[src/rtl/demux_8_buf_pkg.sv]
// demux_8_buf_pkg
// Shared constants and helpers for the buffered 1-to-8 distributor.
//   NUM_CH      number of output slots
//   ADDR_W      width of the destination address
//   dest_decode one-hot decode of a destination address
package demux_8_buf_pkg;

  localparam int NUM_CH = 8;
  localparam int ADDR_W = 3;

  // One-hot select for a single destination slot.
  function automatic logic [NUM_CH-1:0] dest_decode(input logic [ADDR_W-1:0] a);
    logic [NUM_CH-1:0] onehot_s;
    onehot_s = {{(NUM_CH-1){1'b0}}, 1'b1} << a;
    return onehot_s;
  endfunction

endpackage

[src/rtl/demux_8_buf_slot.sv]
// demux_8_buf_slot
// One-entry output slot: a valid flag plus a data register.
// Ports:
//   clk, rst_n  clock, async active-low reset
//   load        write d into the slot this edge (wins over a same-cycle drain)
//   ready       consumer takes the slot this cycle
//   d           word to load
//   valid       slot holds a word
//   q           held word (keeps its last value after draining)
//   free        slot can accept a word this cycle (empty or draining)
module demux_8_buf_slot #(
  parameter int width = 32
) (
  input  logic             clk,
  input  logic             rst_n,
  input  logic             load,
  input  logic             ready,
  input  logic [width-1:0] d,
  output logic             valid,
  output logic [width-1:0] q,
  output logic             free
);

  logic             valid_r;
  logic [width-1:0] q_r;

  // Slot register: load replaces (even while draining), otherwise drain clears valid only.
  always_ff @(posedge clk or negedge rst_n) begin
    if (!rst_n) begin
      valid_r <= 1'b0;
      q_r     <= {width{1'b0}};
    end else if (load) begin
      valid_r <= 1'b1;
      q_r     <= d;
    end else if (valid_r && ready) begin
      valid_r <= 1'b0;
      q_r     <= q_r;
    end else begin
      valid_r <= valid_r;
      q_r     <= q_r;
    end
  end

  assign valid = valid_r;
  assign q     = q_r;
  assign free  = !valid_r || ready;

endmodule

[src/rtl/demux_8_buf.sv]
// demux_8_buf
// Buffered 1-to-8 distributor: routes one tagged input word into one of eight
// one-entry output slots, or into all eight on broadcast.
// Ports:
//   clk, rst_n  clock, async active-low reset
//   enable      active-low: 1 stops input acceptance, slots still drain
//   in_valid    input word present
//   in_ready    input accepted when in_valid && in_ready
//   addr        destination slot (ignored on broadcast)
//   bcast       write the word into all eight slots
//   in_data     input word
//   out_valid   bit i: slot i holds a word
//   out_ready   bit i: consumer i takes slot i this cycle
//   out_data    slot i at bits [i*width +: width]
module demux_8_buf
  import demux_8_buf_pkg::*;
#(
  parameter int width = 32
) (
  input  logic                    clk,
  input  logic                    rst_n,
  input  logic                    enable,
  input  logic                    in_valid,
  output logic                    in_ready,
  input  logic [ADDR_W-1:0]       addr,
  input  logic                    bcast,
  input  logic [width-1:0]        in_data,
  output logic [NUM_CH-1:0]       out_valid,
  input  logic [NUM_CH-1:0]       out_ready,
  output logic [NUM_CH*width-1:0] out_data
);

  logic [NUM_CH-1:0] free_s;
  logic [NUM_CH-1:0] load_s;
  logic              in_ready_s;
  logic              accept_s;

  // Acceptance: held low in reset and while disabled; broadcast needs every slot free
  // so it never loads partially. Never depends on in_valid.
  always_comb begin
    in_ready_s = 1'b0;
    if (!rst_n) begin
      in_ready_s = 1'b0;
    end else if (enable) begin
      in_ready_s = 1'b0;
    end else if (bcast) begin
      in_ready_s = &free_s;
    end else begin
      in_ready_s = free_s[addr];
    end
  end

  assign accept_s = in_valid && in_ready_s;

  // Per-slot load strobes from the accepted word's destination.
  always_comb begin
    load_s = {NUM_CH{1'b0}};
    if (!accept_s) begin
      load_s = {NUM_CH{1'b0}};
    end else if (bcast) begin
      load_s = {NUM_CH{1'b1}};
    end else begin
      load_s = dest_decode(addr);
    end
  end

  assign in_ready = in_ready_s;

  for (genvar i = 0; i < NUM_CH; i++) begin : g_slot
    demux_8_buf_slot #(.width(width)) u_slot (
      .clk   (clk),
      .rst_n (rst_n),
      .load  (load_s[i]),
      .ready (out_ready[i]),
      .d     (in_data),
      .valid (out_valid[i]),
      .q     (out_data[i*width +: width]),
      .free  (free_s[i])
    );
  end

endmodule

[config.mk]
export PLATFORM = sky130hd
export DESIGN_NAME = demux_8_buf
export DESIGN_NICKNAME = d
export VERILOG_FILES = /design/src/rtl/demux_8_buf_pkg.sv /design/src/rtl/demux_8_buf_slot.sv /design/src/rtl/demux_8_buf.sv
export SDC_FILE = /design/constraint.sdc
export NUM_CORES = 1
export LEC_CHECK = 0
export BUFFER_PORTS_ARGS = -buffer_cell sky130_fd_sc_hd__buf_2
export CELL_PAD_IN_SITES_DETAIL_PLACEMENT = 0
export CELL_PAD_IN_SITES_GLOBAL_PLACEMENT = 1
export CORE_ASPECT_RATIO = 2
export CORE_MARGIN = 5
export CORE_UTILIZATION = 42
export DETAILED_ROUTE_END_ITERATION = 8
export PLACE_DENSITY_LB_ADDON = 0.1
export SLEW_MARGIN = 0
export SYNTH_ARGS = -nofsm -noshare
export SYNTH_HDL_FRONTEND = slang
export SYNTH_SLANG_ARGS = --single-unit
[constraint.sdc]
create_clock -name clk -period 2.6 [get_ports clk]
set_clock_uncertainty 0.05 [all_clocks]
set_input_delay 0 -clock clk [delete_from_list [all_inputs] [get_ports clk]]
set_output_delay 0 -clock clk [all_outputs]
set_load 0.05 [all_outputs]
; ---- Word level (Yosys, flattened, before mapping)
; Index checks and enable logic that the tools add are counted.
[classes]
add_sub_neg = 0
mul = 0
div_mod_pow = 0
order_cmp = 1
n_eq_ne = 0
n_shift = 1
mux = 23
bitwise = 0
n_reduce_logical = 34
[ops]
columns = operator, n
row1 = 1-bit 2-to-1 mux, 20
row2 = 8-bit 2-to-1 mux, 2
row3 = 2-bit nonzero test, 8
row4 = 1-bit logical AND, 9
row5 = 1-bit zero test, 8
row6 = 1-bit logical OR, 8
row7 = 8-bit AND reduction, 1
row8 = "1-bit by 3-bit left shift with 8-bit output, first input constant", 1
row9 = "3-bit by 4-bit less-than comparator with 1-bit output, second input constant", 1
row10 = 1-bit binary-select mux with 3-bit select, 1
[word_totals]
register_bits = 264
latchBits = 0
mem_bits_rw = 0
rom_bits = 0
output_inout_bits = 265
wordCells = 75
mem_count = 0

; ---- Logic depth before layout (Yosys ltp)
; Gate-level depths: netlist (run 1).
[logic_depth]
depth_word = 10
mapped_depth = 7

; ---- By module
; A second synthesis (run 1) with hierarchy kept.
[unflattened]
hier_cells = 610
hier_area_um2 = 11385.9
[modules_own_cells]
columns = mod, n_inst, cells_each, area_per_inst_um2
row1 = demux_8_buf_slot, 8, 71, 1378.8
row2 = demux_8_buf, 1, 42, 355.3

; ---- Least setup slack after synthesis (run 1)
; Ideal clock, no wire load.
[synth_timing]
path_kind = reg-to-reg
from = reg g_slot[7].u_slot.valid_r
to = reg g_slot[6].u_slot.q_r[26]
setup_ns = 0.128
arrival_ns = 1.979
slack_ns = 0.444
path_stages_with_launch = 8
path_buffers = 2
period_less_slack_ns = 2.156
path_cell_list = dfrtp_1 > nand2b_1 > mux4_2 > and4b_1 > buf_2 > a31oi_4 > buf_2 > mux2_1
[synth_between]
elab_chain_len = 9
word_cells_on_any_way = 10
[synth_lines]
columns = element, line_no
row1 = start: declaration, demux_8_buf_slot.sv:24  ; logic valid_r;
row2 = start signal: assignment, demux_8_buf_slot.sv:39  ; valid_r <= valid_r;
row3 = 1-bit zero test (*), demux_8_buf_slot.sv:46  ; assign free = !valid_r || ready;
row4 = 1-bit logical OR (*), demux_8_buf_slot.sv:46
row5 = 1-bit binary-select mux with 3-bit select, demux_8_buf.sv:49  ; in_ready_s = free_s[addr];
row6 = 1-bit 2-to-1 mux (not written as such), demux_8_buf.sv:49
row7 = 1-bit 2-to-1 mux (*), demux_8_buf.sv:46  ; end else if (bcast) begin
row8 = 1-bit 2-to-1 mux (*), demux_8_buf.sv:44  ; end else if (enable) begin
row9 = 1-bit 2-to-1 mux (*), demux_8_buf.sv:42  ; if (!rst_n) begin
row10 = 1-bit logical AND (*), demux_8_buf.sv:53  ; assign accept_s = in_valid && in_ready_s;
row11 = 8-bit 2-to-1 mux (*), demux_8_buf.sv:58  ; if (!accept_s) begin
row12 = end signal: assignment, demux_8_buf_slot.sv:31  ; q_r <= {width{1'b0}};
row13 = end signal: assignment, demux_8_buf_slot.sv:37  ; q_r <= q_r;
row14 = end signal: assignment, demux_8_buf_slot.sv:40  ; q_r <= q_r;
row15 = end: declaration, demux_8_buf_slot.sv:25  ; logic [width-1:0] q_r;
; Mark *: on every way between the ends. The rest lies on a longest branch, timed or not. The select of a mux whose other input is x is not followed.
; A chain may end at the register's enable or synchronous reset.

; ---- Worst setup path after layout (run 1)
[layout_timing]
from = reg g_slot[7].u_slot.valid_r
to = out in_ready
[layout_between]
elab_chain_len = 7
word_cells_on_any_way = 8
[layout_lines]
columns = element, line_no
row1 = 1-bit zero test (*), demux_8_buf_slot.sv:46
row2 = 1-bit logical OR (*), demux_8_buf_slot.sv:46
row3 = 1-bit binary-select mux with 3-bit select, demux_8_buf.sv:49
row4 = 1-bit 2-to-1 mux (not written as such), demux_8_buf.sv:49
row5 = 1-bit 2-to-1 mux (*), demux_8_buf.sv:46
row6 = 1-bit 2-to-1 mux (*), demux_8_buf.sv:44
row7 = 1-bit 2-to-1 mux (*), demux_8_buf.sv:42
row8 = end: declaration, demux_8_buf.sv:24  ; output logic in_ready,
; Marked as above.

==> results.cfg, run 1 <==
[final_layout]
drive_gt1_frac = 0.5000
fill_cells = 2098
multi_input_area_um2 = 3385
final_area_um2 = 13380
nets = 1025
regArea_um2 = 6606
syn_to_final_growth_pct = 29.96

[place]
io_buffers = 312
place_area_um2 = 12190
gp_congestion = 0.8275
dpl_worst_slack_ns = 0.1998
dpl.hpwl_um = 21220

[timing]
hold_violations = 0
fin_crit_sh = 0.9558
setup_viol = 0
hold-worst-slack_ns = 0.1046
max_freq_ghz = 0.4024
slew_violations = 0
period_minus_slack_ns = 2.485
worst_pin_slew_ns = 1.112
relSlewSlack = 0.2585
setup_ws_ns = 0.1149

[clock_tree]
cts_tree = yes
cts_htree_levels = 1
clkTransAtPathRegs_ns = 0.07
clockBufferDepth = 3
root_buffer = clkbuf_16
cts.sinks = 264
post_cts.repair.setup_buffers = 0
numCtsBuffers = 24
clk_latency_ns = 0.52

[global_route]
antenna_found_initial = 1
grt.total_usage = 0.2096
grt_pass1_vias = 7457
grt_overflow = 0
busiest_layer = met2
grt_pass1_wl_um = 45130
grt_use_met1 = 0.2264
gr-usage-met2 = 0.3910
grt_max_degree = 90
use_met3 = 0.04640

[yosys]
syn-cell-area_um2 = 10290
synth_top_area_frac = 0.6418
yosys_warnings = 0
synthFlopType = dfrtp_1
yosys.area.top_type = dfrtp_1
ys_types = 35
seq_area_frac_synth = 0.6418
synth_area_leaders = dfrtp_1 (64%), mux2_1 (14%), mux2_2 (11%)
syn_inst = 617
syn_nets = 665
avgSynthCellArea_um2 = 16.68
yosysMostFrequentCell = dfrtp_1
ys_ff_latch = 264
synth_edf_count = 0
synthTopCellsByCount = dfrtp_1 (264), mux2_1 (128), mux2_2 (103)
synthArstFlopShare = 1.000

[pwr]
p_leak_nw = 6.520
total_power_mw = 17.98
ir_drop_uv = 940.2
p_per_area_nw_per_um2 = 1344

[die]
fp.dieH_um = 231.4
design.die.area_um2 = 27930
rows = 81
design.portCount = 313
placeableCoreArea_um2 = 24320
initial_core_util = 0.4232
fp.dieW_um = 120.7

[detailed_routing]
drtIter0Drc = 331
drc = 0
ant_nets = 0
drtPass1Iterations = 4
wl_um = 29220
vias = 6680
viasPerCell = 5.207
wl_per_cell_um = 22.77

[worst_setup_path]
crit_chain = nand2b_1 -> mux4_2 -> and4b_1 -> or3_1 -> buf_2
cp_max_fo = 7
critPathSlowestCell = mux4_2
start_kind = flip-flop
cp.arrival_ns = 2.44
r2r_cells = 6
endpoint_kind = primary output
crit_required_ns = 2.55
crit_type = flip-flop to primary output
cpPeakStageDelay_ns = 0.47
r2r_setup_slack_ns = 0.19

[min_path]
whs_path_depth = 3
hold_path.class = input port to flip-flop

[run]
maxCapViolCount = 0

[outcome]
status = finished clean
logic make-up after synthesis:
| group | after synthesis | share of synthesized area |
|---|---|---|
| buf+inv | 39 | 0.02990 |
| flops | 264 | 0.6418 |
| mux | 241 | 0.2680 |
| compound gates | 34 | 0.03671 |
| simple gates | 39 | 0.02358 |
cells in the final DEF (no fill, tap or decap), types with 4 or more instances in the layout:
| cell | synthesis | final |
|---|---|---|
| dfrtp_1 | 264 | 264 |
| a21oi_1 | 4 | 4 |
| clkbuf_16 | 0 | 25 |
| buf_4 | 19 | 9 |
| a32o_1 | 12 | 12 |
| a221o_1 | 4 | 4 |
| a21o_1 | 4 | 4 |
| a31oi_4 | 4 | 4 |
| clkinv_2 | 0 | 4 |
| buf_12 | 0 | 10 |
| or2_2 | 4 | 4 |
| and2_1 | 5 | 5 |
| mux2_1 | 128 | 128 |
| nor2b_1 | 7 | 7 |
| dlygate4sd3_1 | 0 | 41 |
| buf_2 | 6 | 311 |
| mux2_4 | 9 | 9 |
| clkbuf_1 | 2 | 4 |
| clkbuf_8 | 0 | 7 |
| nand2_1 | 5 | 5 |
| nand2b_1 | 4 | 4 |
| mux2_2 | 103 | 103 |
path summary, 6_finish.rpt:
path / end / start
setup / recovery: in_ready / g_slot[7].u_slot.valid
hold / removal: g_slot[5].u_slot.q[31] / addr[2]
setup reg to reg: g_slot[0].u_slot.q[13] / g_slot[1].u_slot.valid
hold reg to reg: g_slot[0].u_slot.q[19] / g_slot[0].u_slot.q[19]
max in group asynchronous: g_slot[7].u_slot.q[6] / rst_n
min in group asynchronous: g_slot[5].u_slot.q[31] / rst_n
power breakdown:
| part | switching [mW] | total [mW] | internal [mW] |
|---|---|---|---|
| Combinational | 6.38 | 8.31 | 1.94 |
| Sequential | 0.733 | 6.22 | 5.48 |
| Clock | 1.49 | 3.45 | 1.96 |
| Total | 8.60 | 18.0 | 9.38 |
final cells by class:
class,instances,area share
Antenna cell,1,0.0001871
Sequential cell,264,0.4938
Inverter,1,0.0002806
Clock buffer,36,0.05509
Clock inverter,5,0.002338
Tap cell,290,0.02712
Timing Repair Buffer,372,0.1682
Multi-Input combinational cell,314,0.2530
metal layers:
layer	routed length (um)	vias to the layer above
met5	0	-
met4	1128	0
met3	1846	52
met2	15810	238
met1	10440	3465
li1	-	2925
critical path, delay by kind of cell (launching register included):
family,cells,cell delay [ns]
multiplexers,1,0.47
AND/OR/NAND/NOR,3,0.87
buffers and inverters,1,0.23
flip-flops,1,0.35
per-stage QoR:
| step | util | std cells | TNS (ns) |
|---|---|---|---|
| after global placement | 0.5012 | 1200 | 0 |
| after CTS | 0.5497 | 1282 | 0 |
| after detailed placement | 0.5012 | 1200 | 0 |
| final | 0.5500 | 1283 | 0 |
| after floorplan | - | 617 | 0 |
| after global routing | 0.5500 | 1283 | -0.0004152 |
state kept, by name, indices dropped and copies added, names as in the netlist:
register and count:
g_slot.u_slot.q 256, g_slot.u_slot.valid 8
what timing repair did:
action	4_1_cts	5_1_grt
resized for setup	0	1
endpoints found under the setup margin	0	20
hold endpoints to repair	351	0
hold buffers	41	0
(Power assumes the default switching activity.)
==> run 2, diff against run 1 <==
--- a/config.mk
+++ b/config.mk
@@ -5,12 +5,13 @@
 export SDC_FILE = /design/constraint.sdc
 export NUM_CORES = 1
 export LEC_CHECK = 0
+export ABC_AREA = 1
 export BUFFER_PORTS_ARGS = -buffer_cell sky130_fd_sc_hd__buf_2
 export CELL_PAD_IN_SITES_DETAIL_PLACEMENT = 0
 export CELL_PAD_IN_SITES_GLOBAL_PLACEMENT = 1
 export CORE_ASPECT_RATIO = 2
 export CORE_MARGIN = 5
-export CORE_UTILIZATION = 42
+export CORE_UTILIZATION = 38
 export DETAILED_ROUTE_END_ITERATION = 8
 export PLACE_DENSITY_LB_ADDON = 0.1
 export SLEW_MARGIN = 0
==> run 2 against run 1 <==
Net effect: count of clock-buffer cells in the layout is 1 higher; synthesized cell count is 97% higher; worst hold slack worse by 0.079 ns; routed wire length is 26% higher; sequential power is 7.1% lower; setup slack better by 0.34 ns; cell area is 0.92% higher; critical path depth is 5 higher; total power is 11% lower; combinational power is 21% lower; highest routed layer unchanged.
==> results.cfg, run 2 <==
[worst_setup_path]
crit_path_frequent_cell = nand2_1
start_kind = flip-flop
crit_type = flip-flop to flip-flop
crit_required_ns = 3.02
cp.arrival_ns = 2.56
endpoint_kind = flip-flop
cp_max_fo = 32
cpPeakStageDelay_ns = 0.38
critPathSlowestCell = dfrtp_1
cp_top_family = simple AND/OR/NAND/NOR gates
cp_num_buf_inv = 1
crit_chain = nand2_1 -> nand2_1 -> nor2_1 -> nand2_1 -> a21oi_4 -> nand3_4 -> nor2_4 -> buf_4 -> nand2_1 -> nand2_1

[yosys]
ys_types = 19
synthFlopType = dfrtp_1
synth_edf_count = 0
yosysMostFrequentCell = nand2_1
synthArstFlopShare = 1.000
avgSynthCellArea_um2 = 8.764
synth_top_area_frac = 0.6189
yosys.area.top_type = dfrtp_1
synthTopCellsByCount = nand2_1 (785), dfrtp_1 (264), buf_6 (24), inv_1 (24), buf_2 (20)
syn_nets = 1266
yosys_warnings = 0
seq_area_frac_synth = 0.6189
synth_area_leaders = dfrtp_1 (62%), nand2_1 (28%), buf_6 (2.5%)
syn-cell-area_um2 = 10670
syn_inst = 1218
ys_ff_latch = 264

[timing]
worst_pin_slew_ns = 0.9442
slew_violations = 0
rsz0062_at_grt = false
hold_violations = 0
relSlewSlack = 0.3705
setup_viol = 0
setup_ws_ns = 0.4579
max_freq_ghz = 0.4668
fin_tns_setup_ns = 0
period_minus_slack_ns = 2.142
fin_crit_sh = 0.8239

[clock_tree]
post_cts.repair.setup_buffers = 0
cts_htree_levels = 1
root_buffer = clkbuf_16
cts_tree = yes
numCtsBuffers = 25
clockBufferDepth = 3
clk_latency_ns = 0.52
clkTransAtPathRegs_ns = 0.06
cts.sinks = 264

[detailed_routing]
viasPerCell = 4.656
vias = 8869
drc = 0
drtIter0Drc = 558
drtPass1Iterations = 4
ant_nets = 0
wl_per_cell_um = 19.40
wl_um = 36960

[pwr]
p_per_area_nw_per_um2 = 1181
p_leak_nw = 7.906
ir_drop_uv = 739.2

[die]
fp.dieH_um = 247.0
rows = 86
placeableCoreArea_um2 = 27650
design.die.area_um2 = 31740
design.portCount = 313
initial_core_util = 0.3860
fp.dieW_um = 128.5

[final_layout]
fin_util = 0.4882
diodes = 0
final_area_um2 = 13500
largest_reg_flops = 256
final_cells = 1905
mostFrequentLayoutCell = nand2_1
syn_to_final_growth_pct = 26.48
layout_common_cells = nand2_1 (785), buf_2 (311), dfrtp_1 (264), dlygate4sd3_1 (43), clkbuf_16 (25)
drive_gt1_frac = 0.2582
nets = 1583

[place]
place_area_um2 = 12280
io_buffers = 312
placed_cells_incl_taps = 1817
dpl_worst_slack_ns = 0.4355
dpl.hpwl_um = 25590
gp_congestion = 0.7953

[global_route]
grt.total_usage = 0.2323
grt_pass1_wl_um = 56310
grt_max_degree = 152
antenna_found_initial = 0
grt_overflow = 0
grt_pass1_vias = 9034

[outcome]
status = finished clean

[min_path]
hold_path.class = input port to flip-flop

[run]
maxCapViolCount = 0
-- run 2: through the flow --
step                total power, mW  hold slack [ns]
global route                  16.71          0.06655
detailed placement            12.44          -0.2479
floorplan                     10.61          -0.3456
finish                        15.94          0.02585
global placement              12.41          -0.2481
CTS                           16.14          0.01208
-- run 2: cell type report --
cell class	count	area, um^2
sequential	264	6606
inverter	24	90.09
fill	2717	14150
timing repair buffer	379	2245
clock buffer	37	740.7
clock inverter	8	48.80
multi-input combinational	841	3329
tap	352	440.4
-- run 2: power breakdown --
part           switching, mW  internal [mW]
Sequential             0.607           5.17
Combinational           5.30           1.29
Clock                   1.60           1.97
-- run 2: tightest hold or removal path, cell delays in order --
cell     delay (ns)
buf_2          0.17
nand4_1        0.14
buf_4          0.19
nand2_1        0.06
-- run 2: path summary, 6_finish.rpt --
kind	from	endpoint	cells after the start	slack (ns)
max	g_slot[3].u_slot.valid	g_slot[2].u_slot.q[25]	10	0.46
min in group asynchronous	rst_n	g_slot[4].u_slot.q[26]	3	0.11
min reg2reg	g_slot[6].u_slot.q[15]	g_slot[6].u_slot.q[15]	2	0.42
max in group asynchronous	rst_n	g_slot[7].u_slot.q[6]	4	1.01
max reg2reg	g_slot[3].u_slot.valid	g_slot[2].u_slot.q[25]	10	0.46
min	in_valid	g_slot[5].u_slot.valid	4	0.03
-- run 2: cell families after synthesis --
logic type | count (synthesis) | synth area share
AO/OA/AOI/OAI | 9 | 0.005275
buffers and inverters | 113 | 0.06916
flip-flops | 264 | 0.6189
AND/OR/NAND/NOR | 832 | 0.3066
-- run 2: layer usage --
| metal | track usage | part of all wire |
|---|---|---|
| met5 | 0 | 0 |
| met4 | 0.08534 | 0.037 |
| met2 | 0.4132 | 0.52 |
| met1 | 0.2764 | 0.38 |
| met3 | 0.04367 | 0.059 |
-- run 2: what timing repair did --
action,CTS,global route
gates resized for setup,0,0
hold buffers,43,0
hold endpoints to repair,415,0
==> run 3, diff against run 2 <==
==> constraint.sdc (replaced) <==
create_clock -name clk -period 2.11 [get_ports clk]
set_clock_uncertainty 0.05 [all_clocks]
set_input_delay 0 -clock clk [delete_from_list [all_inputs] [get_ports clk]]
set_output_delay 0 -clock clk [all_outputs]
set_load 0.05 [all_outputs]
==> run 3 against run 2 <==
Net effect: flip-flop and latch count did not move; clock power grew 35%; largest cell class unchanged; utilization up 0.73 points; sequential power is 23% higher; cell count rose by 0.16%; count of clock-buffer cells in the layout shrank 4; non-clock buffer count rose by 5; routed wire length is 1.3% higher; first-iteration DRC count fell by 5.6%; setup slack worse by 0.34 ns.
==> results.cfg, run 3 (synthesis gave the netlist of run 2 again) <==
[die]
design.die.area_um2 = 31740
fp.dieH_um = 247.0
rows = 86
fp.dieW_um = 128.5
design.portCount = 313
initial_core_util = 0.3860
placeableCoreArea_um2 = 27650

[timing]
setup_viol = 0
hold_violations = 0
period_minus_slack_ns = 1.992
relSlewSlack = 0.5154
fin_crit_sh = 0.9443
rsz0062_at_grt = false
slew_violations = 0
max_freq_ghz = 0.5019
worst_pin_slew_ns = 0.7270
fin_tns_setup_ns = 0

[final_layout]
layout_common_cells = nand2_1 (785), buf_2 (310), dfrtp_1 (264), dlygate4sd3_1 (42), clkbuf_16 (25)
diodes = 0
fill_cells = 2734
nets = 1587
syn_to_final_growth_pct = 28.37
final_area_um2 = 13700
largest_reg_flops = 256
drive_gt1_frac = 0.2622
mostFrequentLayoutCell = nand2_1

[global_route]
grt_pass1_vias = 9288
grt_max_degree = 120
grt_overflow = 0
antenna_found_initial = 0
grt.total_usage = 0.2370
grt_pass1_wl_um = 57460

[worst_setup_path]
r2r_setup_slack_ns = 0.14
cpPeakStageDelay_ns = 0.38
endpoint_kind = primary output
cp.arrival_ns = 1.94
rr_endpoint = g_slot[7].u_slot.q[22]
critPathSlowestCell = dfrtp_1
crit_type = flip-flop to primary output
start_kind = flip-flop
crit_chain = nand2_1 -> nand2_1 -> nor2_1 -> nand2_1 -> a21oi_4 -> buf_6 -> nand2_1 -> inv_1 -> buf_6
r2r_cells = 10
crit_path_frequent_cell = nand2_1
cp_max_fo = 9
crit_required_ns = 2.06
r2r-start = g_slot[6].u_slot.valid

[detailed_routing]
vias = 8936
drtPass1Iterations = 4
drc = 0
wl_per_cell_um = 19.61
drtIter0Drc = 527
ant_nets = 0
wl_um = 37420
viasPerCell = 4.683

[clock_tree]
clkTransAtPathRegs_ns = 0.07
cts_htree_levels = 1
cts.sinks = 264
cts_tree = yes
numCtsBuffers = 24
clk_latency_ns = 0.52
post_cts.repair.setup_buffers = 0
clockBufferDepth = 3
root_buffer = clkbuf_16

[pwr]
p_per_area_nw_per_um2 = 1467
p_leak_nw = 7.995
ir_drop_uv = 641.8

[place]
place_area_um2 = 12400
io_buffers = 312
dpl.hpwl_um = 26130
gp_congestion = 0.8220

[outcome]
status = finished clean

[min_path]
hold_path.class = input port to asynchronous set/reset pin

[run]
maxCapViolCount = 0
-- run 3: worst max-delay path: cells and delay by family (launching register included) --
| family | cells | cell delay [ns] |
|---|---|---|
| AND/OR/NAND/NOR | 5 | 0.48 |
| AO/OA/AOI/OAI | 1 | 0.18 |
| buffers and inverters | 3 | 0.38 |
| flip-flops | 1 | 0.38 |
-- run 3: layer usage --
layer / part of all wire / GRT usage / vias to the layer above
met5: 0 / 0 / -
met4: 0.036 / 0.08349 / 0
met3: 0.067 / 0.04777 / 62
met2: 0.53 / 0.4289 / 294
met1: 0.37 / 0.2747 / 4316
li1: - / - / 4264
-- run 3: worst max-delay path by stage --
stage | startpoint | endpoint | slack, ns
after detailed placement | g_slot[6].u_slot.valid | g_slot[7].u_slot.q[14] | 0.09
final | g_slot[6].u_slot.valid | in_ready | 0.12
after CTS | g_slot[6].u_slot.valid | in_ready | 0.02
after floorplan | g_slot[5].u_slot.valid | g_slot[0].u_slot.q[0] | 0.40
after global placement | g_slot[6].u_slot.valid | g_slot[7].u_slot.q[17] | 0.1
after global routing | g_slot[6].u_slot.valid | in_ready | 0.02
-- run 3: per-stage QoR --
step	power [mW]	hold slack [ns]	std cells	setup WS, ns	util
global placement	15.31	0.1014	1823	0.09785	0.4484
finish	20.10	0.1274	1908	0.1175	0.4955
floorplan	13.07	-0.3456	1218	0.4025	-
detailed placement	15.38	0.09982	1823	0.09155	0.4484
CTS	20.35	0.1341	1908	0.02162	0.4952
global route	21.05	0.1708	1908	0.01892	0.4955
-- run 3: area by class of cell --
cell class / count / area, um^2 / area share
flip-flops and latches: 264 / 6606 / 0.4821
multi-input cells: 841 / 3329 / 0.2430
repair buffers: 384 / 2365 / 0.1726
clock buffers: 33 / 715.7 / 0.05223
well taps: 352 / 440.4 / 0.03214
clock inverters: 10 / 155.1 / 0.01132
inverters: 24 / 90.09 / 0.006575
-- run 3: report_power, final --
part / switching, mW / total (mW) / internal [mW] / leakage [nW]
combinational: 6.57 / 8.17 / 1.61 / 4.24
clock: 1.97 / 4.83 / 2.86 / 0.426
sequential: 0.734 / 7.10 / 6.37 / 3.33
-- run 3: what timing repair did --
item / 4_1_cts / 5_1_grt
gates resized for setup: 1 / 2
hold endpoints to repair: 528 / 0
gates cloned: 0 / 0
setup endpoints to repair: 1 / 4
hold buffers: 42 / 0
